`src/rtl/stop_watch_lap.sv`:
```
// Stopwatch with min:sec:centisecond counters, a lap-capture FIFO and an
// optional countdown mode enabled by defining STOP_WATCH_DOWN_EN.
module stop_watch_lap #(
  parameter int unsigned CS_MOD    = 100,
  parameter int unsigned SEC_MOD   = 60,
  parameter int unsigned MIN_MOD   = 100,
  parameter int unsigned LAP_DEPTH = 4,
  localparam int unsigned CW = $clog2(CS_MOD),
  localparam int unsigned SW = $clog2(SEC_MOD),
  localparam int unsigned MW = $clog2(MIN_MOD),
  localparam int unsigned LW = $clog2(LAP_DEPTH) + 1
) (
  input  logic          clk,
  input  logic          rst,
  input  logic          pls_in,
  input  logic          start_stop,
  input  logic          clr,
  input  logic          lap,
  input  logic          lap_rd,
  input  logic          mode_dn,
  input  logic [MW-1:0] pre_m,
  input  logic [SW-1:0] pre_s,
  input  logic [CW-1:0] pre_cs,
  output logic [CW-1:0] cs_cnt,
  output logic [SW-1:0] s_cnt,
  output logic [MW-1:0] m_cnt,
  output logic [CW-1:0] lap_cs,
  output logic [SW-1:0] lap_s,
  output logic [MW-1:0] lap_m,
  output logic          lap_valid,
  output logic [LW-1:0] lap_num,
  output logic          running,
  output logic          wrap,
  output logic          lap_ovf,
  output logic          done
);

  localparam int unsigned PW = LW - 1;
  localparam int unsigned EW = MW + SW + CW;

  localparam logic [1:0] ST_IDLE  = 2'd0;
  localparam logic [1:0] ST_RUN   = 2'd1;
  localparam logic [1:0] ST_PAUSE = 2'd2;
  localparam logic [1:0] ST_DONE  = 2'd3;

  localparam logic [CW-1:0] CS_MAX  = CW'(CS_MOD - 1);
  localparam logic [SW-1:0] SEC_MAX = SW'(SEC_MOD - 1);
  localparam logic [MW-1:0] MIN_MAX = MW'(MIN_MOD - 1);

  logic          p0_q, p1_q, tick;
  logic [1:0]    state_q, state_d;
  logic [CW-1:0] cs_q, cs_d;
  logic [SW-1:0] s_q, s_d;
  logic [MW-1:0] m_q, m_d;
  logic          wrap_q, wrap_d;
  logic          down_q, down_d;
  logic          cnt_zero;

  assign tick     = p1_q & ~p0_q;
  assign cnt_zero = (cs_q == '0) && (s_q == '0) && (m_q == '0);

`ifdef STOP_WATCH_DOWN_EN
  logic [CW-1:0] pre_cs_sat;
  logic [SW-1:0] pre_s_sat;
  logic [MW-1:0] pre_m_sat;
  assign pre_cs_sat = ({1'b0, pre_cs} >= (CW + 1)'(CS_MOD))  ? CS_MAX  : pre_cs;
  assign pre_s_sat  = ({1'b0, pre_s}  >= (SW + 1)'(SEC_MOD)) ? SEC_MAX : pre_s;
  assign pre_m_sat  = ({1'b0, pre_m}  >= (MW + 1)'(MIN_MOD)) ? MIN_MAX : pre_m;
  assign done       = (state_q == ST_DONE);
`else
  logic unused_cfg;
  assign unused_cfg = ^{mode_dn, pre_m, pre_s, pre_cs};
  assign done       = 1'b0;
`endif

  always_comb begin
    state_d = state_q;
    cs_d    = cs_q;
    s_d     = s_q;
    m_d     = m_q;
    wrap_d  = 1'b0;
    down_d  = down_q;
    if (clr) begin
      state_d = ST_IDLE;
      cs_d    = '0;
      s_d     = '0;
      m_d     = '0;
      down_d  = 1'b0;
`ifdef STOP_WATCH_DOWN_EN
      if (state_q == ST_IDLE && mode_dn) begin
        cs_d   = pre_cs_sat;
        s_d    = pre_s_sat;
        m_d    = pre_m_sat;
        down_d = 1'b1;
      end
`endif
    end else begin
      case (state_q)
        ST_IDLE:  if (start_stop) state_d = (down_q && cnt_zero) ? ST_DONE : ST_RUN;
        ST_PAUSE: if (start_stop) state_d = ST_RUN;
        ST_RUN: begin
          if (start_stop) state_d = ST_PAUSE;
          if (tick) begin
            if (down_q) begin
              if (cs_q != '0) begin
                cs_d = cs_q - 1'b1;
              end else begin
                cs_d = CS_MAX;
                if (s_q != '0) begin
                  s_d = s_q - 1'b1;
                end else begin
                  s_d = SEC_MAX;
                  m_d = m_q - 1'b1;
                end
              end
              // Reaching zero (or already there) ends the countdown and holds at 0.
              if (cnt_zero || {m_d, s_d, cs_d} == '0) begin
                cs_d    = '0;
                s_d     = '0;
                m_d     = '0;
                state_d = ST_DONE;
              end
            end else if (cs_q != CS_MAX) begin
              cs_d = cs_q + 1'b1;
            end else begin
              cs_d = '0;
              if (s_q != SEC_MAX) begin
                s_d = s_q + 1'b1;
              end else begin
                s_d = '0;
                if (m_q != MIN_MAX) begin
                  m_d = m_q + 1'b1;
                end else begin
                  m_d    = '0;
                  wrap_d = 1'b1;
                end
              end
            end
          end
        end
        default: ;
      endcase
    end
  end

  always_ff @(posedge clk or negedge rst) begin
    if (!rst) begin
      p0_q    <= 1'b0;
      p1_q    <= 1'b0;
      state_q <= ST_IDLE;
      cs_q    <= '0;
      s_q     <= '0;
      m_q     <= '0;
      wrap_q  <= 1'b0;
      down_q  <= 1'b0;
    end else begin
      p0_q    <= pls_in;
      p1_q    <= p0_q;
      state_q <= state_d;
      cs_q    <= cs_d;
      s_q     <= s_d;
      m_q     <= m_d;
      wrap_q  <= wrap_d;
      down_q  <= down_d;
    end
  end

  // Lap FIFO: captures the pre-edge time, head register trails the pointers by one cycle.
  logic [EW-1:0] mem [LAP_DEPTH];
  logic [PW-1:0] wr_q, rd_q;
  logic [LW-1:0] cnt_q;
  logic          ovf_q;
  logic [EW-1:0] head_q;
  logic          full, push_req, push, pop;

  assign full     = (cnt_q == LW'(LAP_DEPTH));
  assign push_req = lap && !clr && (state_q == ST_RUN || state_q == ST_PAUSE);
  assign pop      = lap_rd && !clr && (cnt_q != '0);
  assign push     = push_req && (!full || pop);

  always_ff @(posedge clk) begin
    if (push) mem[wr_q] <= {m_q, s_q, cs_q};
  end

  always_ff @(posedge clk or negedge rst) begin
    if (!rst) begin
      wr_q   <= '0;
      rd_q   <= '0;
      cnt_q  <= '0;
      ovf_q  <= 1'b0;
      head_q <= '0;
    end else if (clr) begin
      wr_q   <= '0;
      rd_q   <= '0;
      cnt_q  <= '0;
      ovf_q  <= 1'b0;
      head_q <= '0;
    end else begin
      if (push) wr_q <= wr_q + 1'b1;
      if (pop)  rd_q <= rd_q + 1'b1;
      if (push && !pop)      cnt_q <= cnt_q + 1'b1;
      else if (pop && !push) cnt_q <= cnt_q - 1'b1;
      if (push_req && !push) ovf_q <= 1'b1;
      head_q <= (cnt_q == '0) ? '0 : mem[rd_q];
    end
  end

  assign cs_cnt    = cs_q;
  assign s_cnt     = s_q;
  assign m_cnt     = m_q;
  assign lap_cs    = head_q[CW-1:0];
  assign lap_s     = head_q[CW+SW-1:CW];
  assign lap_m     = head_q[EW-1:CW+SW];
  assign lap_valid = (cnt_q != '0);
  assign lap_num   = cnt_q;
  assign running   = (state_q == ST_RUN);
  assign wrap      = wrap_q;
  assign lap_ovf   = ovf_q;

endmodule

```
`config.mk`:
```
export PLATFORM = sky130hd
export DESIGN_NAME = stop_watch_lap
export DESIGN_NICKNAME = d
export VERILOG_FILES = /design/src/rtl/stop_watch_lap.sv
export SDC_FILE = /design/constraint.sdc
export NUM_CORES = 1
export LEC_CHECK = 0
export ABC_AREA = 1
export CORE_MARGIN = 2
export CORE_UTILIZATION = 54
export CTS_CLUSTER_SIZE = 14
export DETAILED_ROUTE_END_ITERATION = 10
export GPL_ROUTABILITY_DRIVEN = 0
export PLACE_DENSITY = 0.8
export SYNTH_ARGS = -nofsm -noshare
export SYNTH_HDL_FRONTEND = slang
export SYNTH_SLANG_ARGS = --single-unit
export TNS_END_PERCENT = 50
```
`constraint.sdc`:
```
create_clock -name clk -period 3.15 [get_ports clk]
set_clock_uncertainty 0.15 [all_clocks]
set_input_delay 0.7875 -clock clk [delete_from_list [all_inputs] [get_ports clk]]
set_output_delay 0.7875 -clock clk [all_outputs]
set_load 0.01 [all_outputs]
```
==> flow_summary.ini, run 1 <==
[outcome]
outcome = finished, final reports clean

[drt]
drcViolationCount = 0
num_vias = 3960
wl_um = 12000
wl_per_cell_um = 16.7
drtIter0Drc = 357
final_antenna_net_count = 0
vias_per_cell = 5.52
dr.pass1.iters = 5

[cts]
post_cts_resized = 0
htree_levels = 4
insertion_delay_ns = 0.53
root_buffer = clkbuf_8
path_clk_slew_ns = 0.06
clockBufferDepth = 2
cts.sinks = 133
cts_setup_buffers = 0
cts_buffers = 17
cts_tree = yes
cts_hold_buffers = 0

[critical_path]
end_kind = output pin
worstSetupStartpointType = flop
rr_startpoint = state_q[1]$_DFFE_PN0P_
path_class = flop to output pin
reg2reg_slack_ns = 1.06
startpoint = state_q[1]$_DFFE_PN0P_
worstPathRequired_ns = 2.21
r2r_cells = 7
arrival_ns = 1.80
crit_path_max_fanout = 4

[placement]
port_buffers = 53
dpl.hpwl_um = 6970
place_inst = 686

[global_routing]
grt_pass1_vias = 3919
grt_max_degree = 44
grt_util_all_layers_pct = 22.7
grt_pass1_wl_um = 19200
grt-ovfl-total = 0
antenna_found_initial = 0

[logic_synthesis]
synth_cell_type_count = 31
syn_nets = 547
syn_inst = 508
seq_area_frac_synth_pct = 67.4
synth_top_area_share_pct = 43.4
syn_area_um2 = 5530
async_flop_share_pct = 39.8
synth.avg_cell_area_um2 = 10.9
ys_top_cells_by_count = nor2_1, edfxtp_1, nand2_1
yosysTopAreaCell = edfxtp_1
ys_ff_latch = 133
ys_warn_count = 0
synth_most_common_cell = nor2_1
synth_area_leaders = edfxtp_1, dfrtp_1, nor2_1
synth_flop_cell = edfxtp_1
synth_edf_count = 80

[power_and_ir_drop]
p_per_area_nw_per_um2 = 791
leakage_nw = 2.81
peakVddDrop_mv = 0.396

[sta]
slew_violations = 0
hold_viol = 0
setup-tns-final_ns = 0
min_period_ns = 2.74
rsz0062_at_grt = false
fmax_mhz = 365
finalSetupViolCount = 0
hold_ws_ns = 0.232
period_share_pct = 87.0
worst_pin_slew_ns = 1.20
maxSlewHeadroom_pct = 19.9

[die]
num_rows = 36
die_w_um = 105
die_h_um = 105
die_area_um2 = 11100
initial_core_util_pct = 56.1
ios = 76
core_area_um2 = 9860

[finish]
antenna_cells = 0
nets = 611
fin_util_pct = 69.4
syn_to_final_growth_pct = 23.8
drive_above_1_share_pct = 10.6
fin_cells = 718
filler_cell_count = 642

[worst_hold_path]
hp-class = flop to flop
min_path_cells = 0
hp-start = p0_q$_DFF_PN0_

[run]
maxCapViolations = 0
-- registers in the layout, indices dropped and copies added (netlist names) --
name / flops
head_q: 20
p1_q: 1
wrap: 1
cs_cnt: 7
lap_num: 3
s_cnt: 6
mem: 80
state_q: 2
rd_q: 2
p0_q: 1
wr_q: 2
lap_ovf: 1
m_cnt: 7
-- cell usage in the layout, fill, tap and decap left out, types with 6 or more instances in the layout --
master,synthesis,layout
nor2_1,104,104
edfxtp_1,80,80
nand2_1,65,65
o21ai_0,53,53
dfrtp_1,53,53
clkdlybuf4s50_1,0,52
inv_1,36,36
a21oi_1,28,28
nand3_1,21,21
clkbuf_16,0,16
ha_1,10,10
buf_4,3,8
o21ai_2,6,6
clkinv_2,0,6
-- kinds of logic after synthesis --
| logic type | Yosys count | share of synthesized area [%] |
|---|---|---|
| AOI/OAI and AO/OA | 90 | 8.82 |
| xor gates and xnor gates | 6 | 0.950 |
| adders and majority gates | 11 | 2.62 |
| buffers and inverters | 58 | 4.43 |
| DFF | 133 | 67.4 |
| other | 1 | 0.0678 |
| and+or+nand+nor | 209 | 15.7 |
-- layer usage --
layer | up-vias | global-route usage [%] | share of wire (%)
met5 | - | 0 | 0
met4 | 0 | 10.2 | 2.2
met3 | 29 | 6.74 | 6.4
met2 | 164 | 37.6 | 51
met1 | 1931 | 27.6 | 41
li1 | 1836 | - | -
-- path summary, 6_finish.rpt --
path / to
setup / recovery: running
hold / removal: p1_q$_DFF_PN0_
setup reg to reg: mem[3][3]$_DFFE_PP_
hold reg to reg: p1_q$_DFF_PN0_
max in group asynchronous: m_cnt[3]$_DFFE_PN0P_
min in group asynchronous: cs_cnt[1]$_DFFE_PN0P_
-- power breakdown --
part | switching (W) | total (W) | internal, W
clock network | 0.000716 | 0.00193 | 0.00122
logic | 0.000754 | 0.00127 | 0.000514
registers | 0.000123 | 0.00221 | 0.00209
total | 0.00159 | 0.00541 | 0.00382
-- stage by stage --
stage,setup WS (ns),total power [W],cell area (um^2)
floorplan,0.331,0.00295,5530
detailed placement,0.367,0.00349,6260
finish,0.409,0.00541,6850
CTS,0.367,0.00543,6850
global route,0.300,0.00566,6850
global placement,0.397,0.00343,6260
-- area by class of cell --
cell class              instances  area [um^2]  share of cell area (%)
multi-input cells             317         1560                    22.7
flip-flops and latches        133         3730                    54.4
inverters                      38          143                    2.08
repair buffers                 65          666                    9.72
clock buffers                  18          428                    6.25
clock inverters                14          160                    2.34
well taps                     133          166                    2.43
-- worst max-delay path, cell delays in order (launching register included) --
cell and delay (ns):
dfrtp_1 0.39, inv_1 0.09, ha_1 0.22, clkdlybuf4s50_1 0.56
Note: power is estimated with default switching activity, not from simulation.
==> run 2, diff against run 1 <==
- PLACE_DENSITY: 0.8 -> 0.79
==> run 2 against run 1 <==
Net effect:
- final cell count fell by 0.28%
- largest power group unchanged
- die area unchanged
- sequential share of layout area is 0.35 points higher
- register-to-register slack better by 0.03 ns
- final area down 0.64%
- first-iteration DRC count decreased by 32%
- highest routed layer unchanged
- largest cell class unchanged
==> flow_summary.ini, run 2 (synthesis results as in run 1) <==
[outcome]
outcome = finished, final reports clean

[finish]
largest_register_ffs = 80
largest_registers = mem x80, head_q x20
drive_above_1_share_pct = 9.61
design_area_um2 = 6810
layout.cells.most_common = nor2_1
antenna_cells = 0
filler_cell_count = 651
layout_common_cells = nor2_1, edfxtp_1, nand2_1
top_register = mem
nets = 609
syn_to_final_growth_pct = 23.0

[cts]
path_clk_slew_ns = 0.05
cts_tree = yes
htree_levels = 4
insertion_delay_ns = 0.52
clockBufferDepth = 2
cts.sinks = 133
post_cts_resized = 0
root_buffer = clkbuf_8
cts_buffers = 17
cts_hold_buffers = 0
cts_setup_buffers = 0

[placement]
dpl.hpwl_um = 6600
dpl_worst_slack_ns = 0.338
port_buffers = 53
placed_cell_area_um2 = 6230

[power_and_ir_drop]
switchingPower_w = 0.00153
p_per_area_nw_per_um2 = 785
p_int_w = 0.00381
p_seq_share_pct = 41.3
peakVddDrop_mv = 0.433
leakage_nw = 2.79
netSwitchingFraction_pct = 28.7
pwr-share-comb_pct = 23.3
clkPwrFrac_pct = 35.3

[drt]
final_antenna_net_count = 0
drcViolationCount = 0
drtIter0Drc = 243
dr.pass1.iters = 5
wl_um = 11200
num_vias = 3860
vias_per_cell = 5.39
wl_per_cell_um = 15.6

[critical_path]
critPathTopFamily = buffers and inverters
cp_slowest_cell = clkdlybuf4s50_1
worstSetupStartpointType = flop
crit_path_max_fanout = 5
path_cells = nor2_1 -> nand2_1 -> clkdlybuf4s50_1
path_class = flop to output pin
max_stage_delay_ns = 0.52
arrival_ns = 1.81
end_kind = output pin
critPathBufInv = 1
worstPathRequired_ns = 2.21

[global_routing]
grt_pass1_vias = 3688
antenna_found_initial = 0
global_route.usage.met2_pct = 35.1
grt_util_all_layers_pct = 21.8
grtUsageMet1_pct = 27.5
grt-busiest-layer = met2
grt-ovfl-total = 0
use_met3_pct = 6.99
grt_pass1_wl_um = 18300
grt_max_degree = 54

[sta]
rsz0062_at_grt = false
fmax_mhz = 363
setup-tns-final_ns = 0
slew_violations = 0
maxSlewHeadroom_pct = 24.7
hold_viol = 0
finalSetupViolCount = 0
hold_ws_ns = 0.229
worst_pin_slew_ns = 1.13
min_period_ns = 2.75
period_share_pct = 87.4
finalWorstSetupSlack_ns = 0.398

[worst_hold_path]
hp-class = flop to flop

[die]
die_w_um = 105
initial_core_util_pct = 56.1
die_h_um = 105
core_area_um2 = 9860
num_rows = 36
die_area_um2 = 11100
ios = 76

[run]
maxCapViolations = 0
## run 2: cell types whose count changed in the layout (fill, tap and decap cells not counted)
cell / delta
clkinvlp_4: -3
clkinv_4: -1
clkbuf_1: +3
buf_12: -1
clkinv_1: +1
buf_4: -1
## run 2: metal layers
metal / part of all wire (%) / vias to the layer above
met5: 0 / -
met4: 1.6 / 0
met3: 7.0 / 17
met2: 49 / 145
met1: 42 / 1868
li1: - / 1830
## run 2: stage by stage
step	utilization (%)	cells	power, W
global placement	63.2	684	0.00342
CTS	69.0	716	0.00537
floorplan	-	508	0.00295
global route	69.0	716	0.00561
detailed placement	63.2	684	0.00348
finish	69.0	716	0.00534
## run 2: cell type report
class                           instances  area, um^2  share of cell area, %
Tap cell                              133         166                   2.45
Multi-Input combinational cell        317        1560                   22.9
Clock buffer                           21         439                   6.45
Sequential cell                       133        3730                   54.8
Clock inverter                         11         133                   1.95
Timing Repair Buffer                   63         638                   9.38
Inverter                               38         143                   2.10
## run 2: final timing paths
| kind | start | end | slack, ns | cells past startpoint |
|---|---|---|---|---|
| setup / recovery | lap_num[1]$_DFFE_PN0P_ | lap_valid | 0.40 | 3 |
| hold / removal | p0_q$_DFF_PN0_ | p1_q$_DFF_PN0_ | 0.23 | 0 |
| setup reg to reg | state_q[0]$_DFFE_PN0P_ | lap_num[1]$_DFFE_PN0P_ | 1.09 | 8 |
| hold reg to reg | p0_q$_DFF_PN0_ | p1_q$_DFF_PN0_ | 0.23 | 0 |
| max in group asynchronous | rst | head_q[18]$_DFF_PN0_ | 2.15 | 2 |
| min in group asynchronous | rst | cs_cnt[4]$_DFFE_PN0P_ | 0.24 | 2 |
## run 2: power by group through the flow
stage               clock, W  sequential (W)  combinational, W
floorplan                  0         0.00228          0.000664
global placement           0         0.00223           0.00119
detailed placement         0         0.00224           0.00124
CTS                  0.00191         0.00221           0.00125
global route         0.00198         0.00224           0.00139
finish               0.00189         0.00221           0.00125
## run 2: worst register-to-register path, stage by stage (launching register included)
cell and delay [ns]:
dfrtp_1 0.36, inv_1 0.08, ha_1 0.28, nand2_1 0.07, nor2_1 0.19, nand3_1 0.20
inv_1 0.12, fa_1 0.41, o22ai_1 0.13
